File: src/rtl/tick_sched.sv
// tick_sched: round-robin scheduler that issues NTICK divided ticks per grant.
// Define TICK_SCHED_CLKOUT_EN to drive a toggled divided clock on clk_out.
module tick_sched #(
   parameter int NREQ  = 4,
   parameter int DW    = 8,
   parameter int NTICK = 4
) (
   input  logic               clk,
   input  logic               rst,
   input  logic [NREQ-1:0]    req,
   input  logic [NREQ*DW-1:0] div,
   output logic [NREQ-1:0]    gnt,
   output logic               tick,
   output logic               done,
   output logic               busy,
   output logic               clk_out
);
   localparam int IW = $clog2(NREQ);
   localparam logic [IW:0] NREQ_W = (IW+1)'(NREQ);
   localparam logic [7:0] LAST_TICK = 8'(NTICK - 1);

   typedef enum logic [1:0] {S_IDLE, S_LOAD, S_RUN, S_DONE} state_t;

   state_t          r_state, w_next;
   logic [NREQ-1:0] r_gnt;
   logic [IW-1:0]   r_ptr, r_idx, w_win, w_ptr_next;
   logic [DW-1:0]   r_div, r_cnt, w_div_sel, w_div_eff;
   logic [7:0]      r_tcnt;
   logic            r_tick, r_done;
   logic            w_any, w_hold, w_cnt_zero, w_last, w_fire, w_busy;

   function automatic logic [IW-1:0] f_wrap(input logic [IW:0] s);
      logic [IW:0] t;
      t = (s >= NREQ_W) ? s - NREQ_W : s;
      return t[IW-1:0];
   endfunction

   // Scan from the far end toward r_ptr so the nearest requester is assigned last and wins.
   always_comb begin
      w_win = r_ptr;
      for (int k = NREQ - 1; k >= 0; k--) begin
         if (req[f_wrap({1'b0, r_ptr} + (IW+1)'(k))]) w_win = f_wrap({1'b0, r_ptr} + (IW+1)'(k));
      end
   end

   // NOTE: every combinational output gets a default before any branch so no latch is inferred.
   always_comb begin
      w_div_sel = '0;
      w_hold    = 1'b0;
      for (int i = 0; i < NREQ; i++) begin
         if (r_idx == IW'(i)) begin
            w_div_sel = div[i*DW +: DW];
            w_hold    = req[i];
         end
      end
   end

   assign w_any      = |req;
   assign w_div_eff  = (w_div_sel == '0) ? DW'(1) : w_div_sel;
   assign w_ptr_next = f_wrap({1'b0, r_idx} + (IW+1)'(1));
   assign w_cnt_zero = (r_cnt == '0);
   assign w_last     = (r_tcnt == LAST_TICK);
   assign w_fire     = (r_state == S_RUN) && w_hold && w_cnt_zero;

   // NOTE: state is updated with non-blocking assignments and cleared asynchronously on rst low.
   always_ff @(posedge clk or negedge rst) begin
      if (!rst) r_state <= S_IDLE;
      else      r_state <= w_next;
   end

   always_comb begin
      w_next = r_state;
      case (r_state)
         S_IDLE:  if (w_any) w_next = S_LOAD;
         S_LOAD:  w_next = w_hold ? S_RUN : S_IDLE;
         S_RUN:   if (!w_hold) w_next = S_IDLE;
                  else if (w_cnt_zero && w_last) w_next = S_DONE;
         S_DONE:  w_next = S_IDLE;
         default: w_next = S_IDLE;
      endcase
   end

   always_comb begin
      w_busy = (r_state != S_IDLE);
   end

   always_ff @(posedge clk or negedge rst) begin
      if (!rst) begin
         r_gnt  <= '0;
         r_ptr  <= '0;
         r_idx  <= '0;
         r_div  <= '0;
         r_cnt  <= '0;
         r_tcnt <= '0;
         r_tick <= 1'b0;
         r_done <= 1'b0;
      end else begin
         r_tick <= 1'b0;
         r_done <= 1'b0;
         case (r_state)
            S_IDLE: begin
               if (w_any) begin
                  r_gnt <= NREQ'(1) << w_win;
                  r_idx <= w_win;
               end
            end
            S_LOAD, S_RUN: begin
               // Losing the granted request aborts silently: no tick, no done.
               if (!w_hold) begin
                  r_gnt <= '0;
                  r_ptr <= w_ptr_next;
               end else if (r_state == S_LOAD) begin
                  r_div  <= w_div_eff;
                  r_cnt  <= w_div_eff - DW'(1);
                  r_tcnt <= '0;
               end else if (w_cnt_zero) begin
                  r_tick <= 1'b1;
                  r_cnt  <= r_div - DW'(1);
                  r_tcnt <= r_tcnt + 8'd1;
               end else begin
                  r_cnt <= r_cnt - DW'(1);
               end
            end
            S_DONE: begin
               r_done <= 1'b1;
               r_gnt  <= '0;
               r_ptr  <= w_ptr_next;
            end
            default: ;
         endcase
      end
   end

`ifdef TICK_SCHED_CLKOUT_EN
   logic r_clk_out;

   always_ff @(posedge clk or negedge rst) begin
      if (!rst)                  r_clk_out <= 1'b0;
      else if (w_next == S_IDLE) r_clk_out <= 1'b0;
      else if (w_fire)           r_clk_out <= ~r_clk_out;
   end

   assign clk_out = r_clk_out;
`else
   assign clk_out = 1'b0;
`endif

   assign gnt  = r_gnt;
   assign tick = r_tick;
   assign done = r_done;
   assign busy = w_busy;
endmodule

File: config.mk
export PLATFORM = sky130hd
export DESIGN_NAME = tick_sched
export DESIGN_NICKNAME = d
export VERILOG_FILES = /design/src/rtl/tick_sched.sv
export SDC_FILE = /design/constraint.sdc
export NUM_CORES = 1
export LEC_CHECK = 0
export ABC_AREA = 1
export CORE_AREA = 2 2 89 91
export CTS_CLUSTER_SIZE = 14
export DETAILED_ROUTE_END_ITERATION = 8
export DIE_AREA = 0 0 91 93
export SLEW_MARGIN = 20
export SYNTH_ARGS = -nofsm -noshare
export SYNTH_HDL_FRONTEND = slang
export SYNTH_SLANG_ARGS = --single-unit
File: constraint.sdc
create_clock -name clk -period 2 [get_ports clk]
set_input_delay 0.4 -clock clk [delete_from_list [all_inputs] [get_ports clk]]
set_output_delay 0.4 -clock clk [all_outputs]
set_load 0.05 [all_outputs]
==> results_dict.tcl, run 1 <==
set metrics [dict create \
    outcome "complete, but fails checks" \
    violations "negative setup slack" \
    overflow 0 \
    post_dp_cell_area_um2 3381 \
    boundaryPins 46 \
    totalNegativeSetupSlack_ps -1690 \
    worst_slew_pin_slew_ps 499.7 \
    min_from "gnt[0]$_DFFE_PN0P_" \
    cts_htree_levels 2 \
    ys_types 39 \
    rr_worst_depth 19 \
    syn_inst 360 \
    antenna_found_initial 0 \
    synth_seq_cells 36 \
    grt_pass1_wl_um 11790 \
    rsz0062_at_grt "yes" \
    endpoint_kind "flop" \
    wl_um 6523 \
    cts_root_buffer "clkbuf_8" \
    row_count 32 \
    finalNetCount 499 \
    drtPass1Iterations 4 \
    grt_max_degree 37 \
    vias 2537 \
    crit_top_cell "nand2_1" \
    postRouteAntennaNets 0 \
    max_stage_delay_ps 450 \
    clock_sinks 36 \
    initial_core_util 0.3361 \
    wl_per_cell_um 11.77 \
    regToRegSetupSlack_ps -170 \
    hold_path_class "flop to flop" \
    final_layout_size_suffix_gt1_frac 0.2500 \
    drc 0 \
    cts_tree "built" \
    place_hpwl_um 4851 \
    worstSetupStartpointType "flop" \
    cp.required_ps 2180 \
    drv_cap 0 \
    avgViaCountPerCell 4.579 \
    clkTransAtPathRegs_ps 70 \
    die-area_um2 8463 \
    reg2reg_from "r_idx[0]$_DFFE_PN0P_" \
    stdcell_area_um2 3734 \
    worst_ir_drop_vdd_uv 990.4 \
    synth_area_um2 2530 \
    fin_crit_ps 2168 \
    cp_data_arrival_time_ps 2350 \
    crit_family "simple AND/OR/NAND/NOR gates" \
    grt_use_total 0.1698 \
    r2r-end "r_cnt[6]$_DFFE_PN0P_" \
    powerDensity_nw_per_um2 1749 \
    setup_ws_ps -167.9 \
    drv_slew 0 \
    core_area_um2 7527 \
    path_cells "buf_12 > ha_4 > inv_4 > nand3_1 > nand2_1 > nand2_1 > nand2_1 > inv_1 > nand2_1 > nor2_1 > nand2_1 > nand3_2 > nand2_2 > ha_4 > nand2_4 > nor2_4 > nand3b_1 > nand3_1 > nand2_1" \
    whs_ps 497.4 \
    whs_path_depth 2 \
    synth_nets 408 \
    max_freq_ghz 0.4613 \
    synth_area_per_cell_um2 7.028 \
    path_max_fanout 10 \
    crit_slowest_cell "dfrtp_2" \
    yosys_warnings 0 \
    hold_violations 0 \
    final_util 0.4960 \
    numCtsBuffers 5 \
    holdPathEnd "gnt[0]$_DFFE_PN0P_" \
    period_share 1.084 \
    gp_congestion 0.8211 \
    path_buf_inv 3 \
    insertion_delay_ps 290 \
    seq_area_frac_synth 0.3561 \
    area_growth_pct 47.58 \
    die_x_um 91 \
    grt_pass1_vias 2596 \
    clock_path_buffers 2 \
    portBuffers 44 \
    clock-skew-final_ps 6.449 \
    setup_viol 21 \
    die_h_um 93 \
    diodes 0 \
    cellLeakagePower_nw 1.787 \
    max-slew-margin-rel 0.6658 \
    drt_iter0_markers 58 \
    path_class "flop to flop" \
]
==> where the power goes <==
part / switching, mW / internal [mW]
combinational: 2.55 / 2.20
clock: 0.261 / 0.281
sequential: 0.224 / 1.01
==> worst max path at each step <==
stage,startpoint,end,cells past startpoint
3_3_place_gp,r_idx[0]$_DFFE_PN0P_,r_cnt[6]$_DFFE_PN0P_,17
6_report,r_idx[0]$_DFFE_PN0P_,r_cnt[6]$_DFFE_PN0P_,19
3_5_place_dp,r_idx[0]$_DFFE_PN0P_,r_cnt[6]$_DFFE_PN0P_,18
5_1_grt,r_idx[0]$_DFFE_PN0P_,r_cnt[6]$_DFFE_PN0P_,17
4_1_cts,r_idx[0]$_DFFE_PN0P_,r_cnt[6]$_DFFE_PN0P_,19
2_1_floorplan,r_idx[0]$_DFFE_PN0P_,r_cnt[6]$_DFFE_PN0P_,20
==> kinds of logic after synthesis <==
logic type | count (synthesis) | share of synthesized area
AO/OA/AOI/OAI | 49 | 0.1182
XOR/XNOR | 10 | 0.03462
adder cells (fa/ha/maj) | 10 | 0.04946
buffers and inverters | 47 | 0.08061
flip-flops | 36 | 0.3561
multiplexers | 3 | 0.01286
other | 1 | 0.001482
AND/OR/NAND/NOR | 204 | 0.3467
==> synthesized netlist by cell type <==
| cell | count | area, µm² |
|---|---|---|
| conb_1 | 1 | 3.750 |
| or2_4 | 1 | 8.760 |
| nand3_1 | 27 | 135.1 |
| nor3_1 | 2 | 10.01 |
| dfrtp_1 | 36 | 900.9 |
| mux2_2 | 2 | 22.52 |
| o21ai_0 | 15 | 75.07 |
| nor2_1 | 36 | 135.1 |
| o31ai_1 | 1 | 7.510 |
| a21oi_2 | 1 | 8.760 |
| nand4_1 | 1 | 6.260 |
| nand2_1 | 121 | 454.2 |
| or2_1 | 1 | 6.260 |
| o21a_1 | 1 | 7.510 |
| xnor2_1 | 2 | 17.52 |
| nor2_2 | 4 | 25.02 |
| nand2_2 | 1 | 6.260 |
| o21ai_2 | 4 | 35.03 |
| nand3_2 | 4 | 40.04 |
| mux2i_1 | 1 | 10.01 |
| nor2_4 | 2 | 22.52 |
| ha_1 | 10 | 125.1 |
| o21ai_1 | 6 | 30.03 |
| a22o_1 | 1 | 8.760 |
| buf_2 | 4 | 20.02 |
| nand3b_1 | 2 | 15.01 |
| inv_2 | 9 | 33.78 |
| a21boi_2 | 1 | 11.26 |
| nor4_1 | 2 | 12.51 |
| inv_1 | 30 | 112.6 |
| a21boi_0 | 1 | 7.510 |
| buf_8 | 1 | 15.01 |
| xor2_1 | 8 | 70.07 |
| o211ai_1 | 1 | 7.510 |
| a2bb2oi_1 | 2 | 17.52 |
| a21boi_1 | 1 | 7.510 |
| a21oi_1 | 10 | 50.05 |
| o22ai_1 | 4 | 25.02 |
| buf_4 | 3 | 22.52 |
==> cell usage in the layout, fill, tap and decap left out, types with 2 or more instances in the layout <==
cell type,count
buf_4,39
nor2_1,33
o22ai_2,2
buf_6,8
o21ai_1,10
clkbuf_1,2
xor2_1,8
o21ai_4,2
xnor2_1,2
a21boi_2,2
a21oi_1,8
inv_4,3
a2bb2oi_1,2
inv_2,8
ha_1,5
clkbuf_8,6
buf_12,2
nor4_1,2
nor3_1,2
a21oi_2,3
ha_4,5
nor2_2,5
nand3_1,23
mux2_2,2
o21ai_0,7
nand3b_1,2
nand3_2,7
nand2_1,117
o21ai_2,6
dfrtp_1,35
nor2_4,4
inv_1,27
o22ai_1,2
clkdlybuf4s50_1,43
nand2_2,4
==> flip-flops by register name (all words and copies together), names as in the netlist <==
name	count
done	1
gnt	4
r_cnt	8
r_div	8
r_idx	2
r_ptr	2
r_state	2
r_tcnt	8
tick	1
==> worst register-to-register path: stages, from the launching register on <==
cell and delay (ps):
dfrtp_2 450, buf_12 140, ha_4 200, inv_4 100, nand3_1 70, nand2_1 60, nand2_1 50, nand2_1 80
inv_1 40, nand2_1 50, nor2_1 30, nand2_1 90, nand3_2 80, nand2_2 100, ha_4 160, nand2_4 60
nor2_4 100, nand3b_1 80, nand3_1 80, nand2_1 50
==> area by class of cell <==
cell class                 count  area, µm²
fill                         785       3794
clock buffer                   8      90.09
multi-input combinational    277       1602
timing repair buffer          92      853.3
inverter                      39      158.9
tap                          102      127.6
sequential                    36      902.1
==> stage by stage <==
stage	setup WS [ps]	std cells	total power [mW]
final	-167.9	554	6.528
after CTS	-159.6	553	6.422
after global placement	-224.5	538	5.264
after detailed placement	-236.0	538	5.322
after floorplan	-103.4	360	3.899
after global routing	-364.4	554	7.151
==> metal layers <==
| metal | part of all wire | routed length [µm] | global-route usage | up-vias |
|---|---|---|---|---|
| li1 | - | - | - | 1339 |
| met1 | 0.48 | 3143 | 0.2225 | 1159 |
| met2 | 0.47 | 3079 | 0.2840 | 35 |
| met3 | 0.036 | 235 | 0.03384 | 4 |
| met4 | 0.010 | 65 | 0.05177 | 0 |
| met5 | 0 | 0 | 0 | - |
==> timing repair <==
item | in CTS | in global routing
endpoints found under the hold margin | 0 | 0
pin swaps | 7 | 2
resized for setup | 39 | 12
hold buffers | 0 | 0
endpoints found under the setup margin | 28 | 32
setup buffers | 8 | 1
Note: power is estimated with default switching activity, not from simulation.
==> run 2: changes to the inputs <==
GPL_ROUTABILITY_DRIVEN = 0   (was default)
SKIP_CTS_REPAIR_TIMING = 1   (was default)
==> results_dict.tcl, run 2 (synthesis gave the netlist of run 1 again) <==
set metrics [dict create \
    outcome "complete, but fails checks" \
    violations "negative setup slack" \
    top_regs "r_cnt (8), r_div (8), r_tcnt (8)" \
    row_count 32 \
    overflow 0 \
    drt_iter0_markers 95 \
    cellLeakagePower_nw 1.885 \
    worst_slew_pin_slew_ps 497.8 \
    place_hpwl_um 4851 \
    antenna_found_initial 0 \
    max_freq_ghz 0.4555 \
    cts_root_buffer "clkbuf_8" \
    regToRegSetupSlack_ps -200 \
    cts_tree "built" \
    vias 2605 \
    initial_core_util 0.3361 \
    powerDensity_nw_per_um2 1780 \
    setup_viol 18 \
    final_cell_count_no_fill 563 \
    fin_crit_ps 2196 \
    worst_ir_drop_vdd_uv 923.0 \
    period_share 1.098 \
    hold_violations 0 \
    reg2reg_from "r_idx[1]$_DFFE_PN0P_" \
    clock-skew-final_ps 7.458 \
    post_dp_cell_area_um2 3381 \
    grt_max_degree 37 \
    drtPass1Iterations 4 \
    drv_slew 0 \
    grt_pass1_wl_um 11340 \
    max-slew-margin-rel 0.6671 \
    place_inst 538 \
    core_area_um2 7527 \
    setup_ws_ps -195.6 \
    diodes 0 \
    worstSetupStartpointType "flop" \
    boundaryPins 46 \
    hold_path_class "flop to flop" \
    final_util 0.5253 \
    cts_htree_levels 2 \
    portBuffers 44 \
    postRouteAntennaNets 0 \
    path_class "flop to flop" \
    r2r-end "r_cnt[6]$_DFFE_PN0P_" \
    drc 0 \
    rr_worst_depth 18 \
    die_h_um 93 \
    avgViaCountPerCell 4.627 \
    clock_path_buffers 2 \
    stdcell_area_um2 3954 \
    clock_sinks 36 \
    die_x_um 91 \
    drv_cap 0 \
    die-area_um2 8463 \
    numCtsBuffers 5 \
    grt_use_total 0.1632 \
    endpoint_kind "flop" \
    totalNegativeSetupSlack_ps -1255 \
    finalNetCount 508 \
    rsz0062_at_grt "yes" \
    path_max_fanout 4 \
    place_ws_ps -236.0 \
    mostFrequentLayoutCells "nand2_1 (105), clkdlybuf4s50_1 (43), buf_4 (42), dfrtp_1 (35), nor2_1 (30)" \
    insertion_delay_ps 290 \
    cp_data_arrival_time_ps 2380 \
    wl_per_cell_um 12.22 \
    wl_um 6879 \
    min_from "gnt[0]$_DFFE_PN0P_" \
    final_common_cell "nand2_1" \
    clkTransAtPathRegs_ps 70 \
    holdPathEnd "gnt[0]$_DFFE_PN0P_" \
    cp.required_ps 2180 \
    area_growth_pct 56.28 \
    final_layout_size_suffix_gt1_frac 0.3124 \
    grt_pass1_vias 2467 \
    whs_path_depth 2 \
]
==> run 2: cell count changes in the layout (fill, tap and decap cells not counted), moves of 3 or more <==
cell | before | now
nand2_1 | 117 | 105
nand2_2 | 4 | 13
o21ai_1 | 10 | 5
o21ai_2 | 6 | 10
buf_12 | 2 | 5
buf_4 | 39 | 42
nand2_4 | 1 | 4
nor2_1 | 33 | 30
==> run 2: power by group <==
group / internal, mW / leakage (nW) / switching (mW)
Combinational: 2.49 / 1.38 / 2.77
Clock: 0.281 / 0.0455 / 0.259
Sequential: 1.01 / 0.462 / 0.228
==> run 2: stage by stage <==
stage                     hold slack [ps]  power, mW
after detailed placement            478.2      5.322
after global placement              478.4      5.264
final                               491.3      7.036
after floorplan                     104.4      3.899
after global routing                515.5      7.676
after CTS                           498.9      5.882
==> run 2: critical path: stages, from the launching register on <==
cell and delay (ps):
dfrtp_1 420, buf_6 140, ha_4 190, buf_6 130, a21oi_2 110, nand2_2 60, a21boi_2 160, nand2_1 80
nor2_2 110, nand2_2 80, nand3_2 80, nand2_2 70, ha_4 170, nand2_4 70, nor2_4 40, nand2_1 40
nand2_1 50, nand3_1 60, nand2_1 50
==> run 2: how the worst max path moves through the flow <==
| stage | endpoint | slack [ps] | from | cells after the start |
|---|---|---|---|---|
| 6_report | r_cnt[6]$_DFFE_PN0P_ | -200 | r_idx[1]$_DFFE_PN0P_ | 18 |
| 5_1_grt | r_cnt[6]$_DFFE_PN0P_ | -350 | r_idx[1]$_DFFE_PN0P_ | 18 |
| 4_1_cts | r_cnt[6]$_DFFE_PN0P_ | -250 | r_idx[0]$_DFFE_PN0P_ | 18 |
| 3_5_place_dp | r_cnt[6]$_DFFE_PN0P_ | -240 | r_idx[0]$_DFFE_PN0P_ | 18 |
| 3_3_place_gp | r_cnt[6]$_DFFE_PN0P_ | -220 | r_idx[0]$_DFFE_PN0P_ | 17 |
| 2_1_floorplan | r_cnt[6]$_DFFE_PN0P_ | -100 | r_idx[0]$_DFFE_PN0P_ | 20 |
==> run 2: area by class of cell <==
cell class | instances | area [µm²]
fillers | 758 | 3573
multi-input cells | 277 | 1697
repair buffers | 101 | 973.4
flip-flops and latches | 36 | 902.1
inverters | 39 | 163.9
well taps | 102 | 127.6
clock buffers | 8 | 90.09
==> run 2: metal layers <==
metal,up-vias,GRT usage,share of wire
met1,1203,0.2235,0.46
met5,-,0,0
met2,39,0.2593,0.49
met3,4,0.03384,0.033
li1,1359,-,-
met4,0,0.05177,0.0093
==> run 3: changes to the inputs <==
REMOVE_ABC_BUFFERS = 1   (was default)
==> results_dict.tcl, run 3 (synthesis gave the netlist of run 1 again) <==
set metrics [dict create \
    outcome "complete, but fails checks" \
    violations "negative setup slack" \
    totalNegativeSetupSlack_ps -1166 \
    grt_max_degree 37 \
    max-slew-margin-rel 0.6575 \
    worst_slew_pin_slew_ps 512.1 \
    top_regs "r_cnt (8), r_div (8), r_tcnt (8)" \
    cp_data_arrival_time_ps 2410 \
    routed-wl-met3_um 271 \
    cts_tree "built" \
    antenna_found_initial 0 \
    finalNetCount 498 \
    post_dp_cell_area_um2 3378 \
    stdcell_area_um2 3622 \
    place_hpwl_um 5003 \
    max_freq_ghz 0.4493 \
    wl_um 6573 \
    cp_num_cells 17 \
    rr_worst_depth 17 \
    numCtsBuffers 5 \
    die-area_um2 8463 \
    drc 0 \
    drt_iter0_markers 88 \
    clock_path_buffers 2 \
    drv_slew 0 \
    drt-met1-wl_um 3151 \
    die_x_um 91 \
    cp.required_ps 2180 \
    row_count 32 \
    powerDensity_nw_per_um2 1711 \
    path_class "flop to flop" \
    highest_layer "met4" \
    mostFrequentLayoutCells "nand2_1 (118), buf_4 (44), clkdlybuf4s50_1 (43), nor2_1 (34), dfrtp_1 (34)" \
    grt_use_total 0.1686 \
    crit_family "simple AND/OR/NAND/NOR gates" \
    fin_crit_ps 2226 \
    postRouteAntennaNets 0 \
    wl_met2_um 3044 \
    vias 2569 \
    avgViaCountPerCell 4.654 \
    setup_viol 19 \
    portBuffers 44 \
    final_common_cell "nand2_1" \
    initial_core_util 0.3361 \
    crit_slowest_cell "dfrtp_2" \
    period_share 1.113 \
    boundaryPins 46 \
    r2r-end "r_cnt[6]$_DFFE_PN0P_" \
    cellLeakagePower_nw 1.753 \
    max_stage_delay_ps 430 \
    grt_pass1_vias 2648 \
    insertion_delay_ps 290 \
    worst_ir_drop_vdd_uv 737.2 \
    endpoint_kind "flop" \
    path_cells "buf_4 > ha_4 > buf_4 > nand2_1 > nand2_1 > nand2_1 > nand3_1 > o21ai_0 > buf_4 > nand3_1 > nand2_2 > ha_4 > nand2_2 > nor2_4 > nand3b_1 > nand3_1 > nand2_1" \
    crit_top_cell "nand2_1" \
    hold_violations 0 \
    area_growth_pct 43.17 \
    final_cell_count_no_fill 552 \
    hold_path_class "flop to flop" \
    cts_root_buffer "clkbuf_8" \
    core_area_um2 7527 \
    grt_pass1_wl_um 11780 \
    cp-endpoint "r_cnt[6]$_DFFE_PN0P_" \
    clock_sinks 36 \
    final_layout_size_suffix_gt1_frac 0.2356 \
    final_util 0.4812 \
    diodes 0 \
    reg2reg_from "r_idx[0]$_DFFE_PN0P_" \
    overflow 0 \
    clkTransAtPathRegs_ps 70 \
    whs_ps 487.9 \
    path_max_fanout 9 \
    wl_per_cell_um 11.91 \
    path_buf_inv 3 \
    cts_htree_levels 2 \
    clock-skew-final_ps 6.274 \
    rsz0062_at_grt "yes" \
    worstSetupStartpointType "flop" \
    setup_ws_ps -225.6 \
    die_h_um 93 \
    drv_cap 0 \
    place_inst 540 \
    regToRegSetupSlack_ps -230 \
    critPathLaunch "r_idx[0]$_DFFE_PN0P_" \
    drtPass1Iterations 5 \
]
==> run 3: changes by cell type in the layout (fill, tap and decap cells not counted), moves of 3 or more <==
cell / change
nand2_1: +13
o21ai_2: -3
nand2_2: -9
o21ai_0: +3
nand2_4: -4
o22ai_2: -3
nor2_1: +4
buf_12: -3
o22ai_1: +3
buf_6: -8
==> run 3: tightest hold or removal path, stage by stage, from the launching register on <==
cell and delay (ps):
dfrtp_1 340, nand2_1 70, o21ai_2 50
==> run 3: routing by layer <==
layer	global-route usage	vias to the layer above
li1	-	1325
met1	0.2197	1186
met2	0.2802	48
met3	0.03465	10
met4	0.05682	0
met5	0	-
==> run 3: how the worst min path moves through the flow <==
stage / from / endpoint / slack (ps) / cells past startpoint
after floorplan: rst / done$_DFF_PN0_ / 100 / 0
after global placement: r_div[0]$_DFFE_PN0P_ / r_div[0]$_DFFE_PN0P_ / 480 / 1
after global routing: gnt[0]$_DFFE_PN0P_ / gnt[0]$_DFFE_PN0P_ / 510 / 2
after detailed placement: gnt[1]$_DFFE_PN0P_ / gnt[1]$_DFFE_PN0P_ / 470 / 2
final: gnt[0]$_DFFE_PN0P_ / gnt[0]$_DFFE_PN0P_ / 490 / 2
after CTS: gnt[0]$_DFFE_PN0P_ / gnt[0]$_DFFE_PN0P_ / 500 / 2
==> run 3: per-stage QoR <==
stage,worst slack (ps),power (mW)
final,-225.6,6.196
after floorplan,-235.9,3.711
after CTS,-384.8,5.832
after detailed placement,-366.1,5.300
after global placement,-326.6,5.244
after global routing,-379.6,6.825
==> run 3: cell type report <==
class                           instances  area, µm²
Clock buffer                            6      72.57
Clock inverter                          1      5.005
Fill cell                             764       3905
Inverter                               39      148.9
Multi-Input combinational cell        277       1541
Sequential cell                        36      903.4
Tap cell                              102      127.6
Timing Repair Buffer                   91      823.3
==> run 3: where the power goes <==
part | leakage, nW | internal (mW) | switching [mW]
clock network | 0.0410 | 0.237 | 0.260
registers | 0.461 | 1.02 | 0.218
logic | 1.25 | 2.03 | 2.44
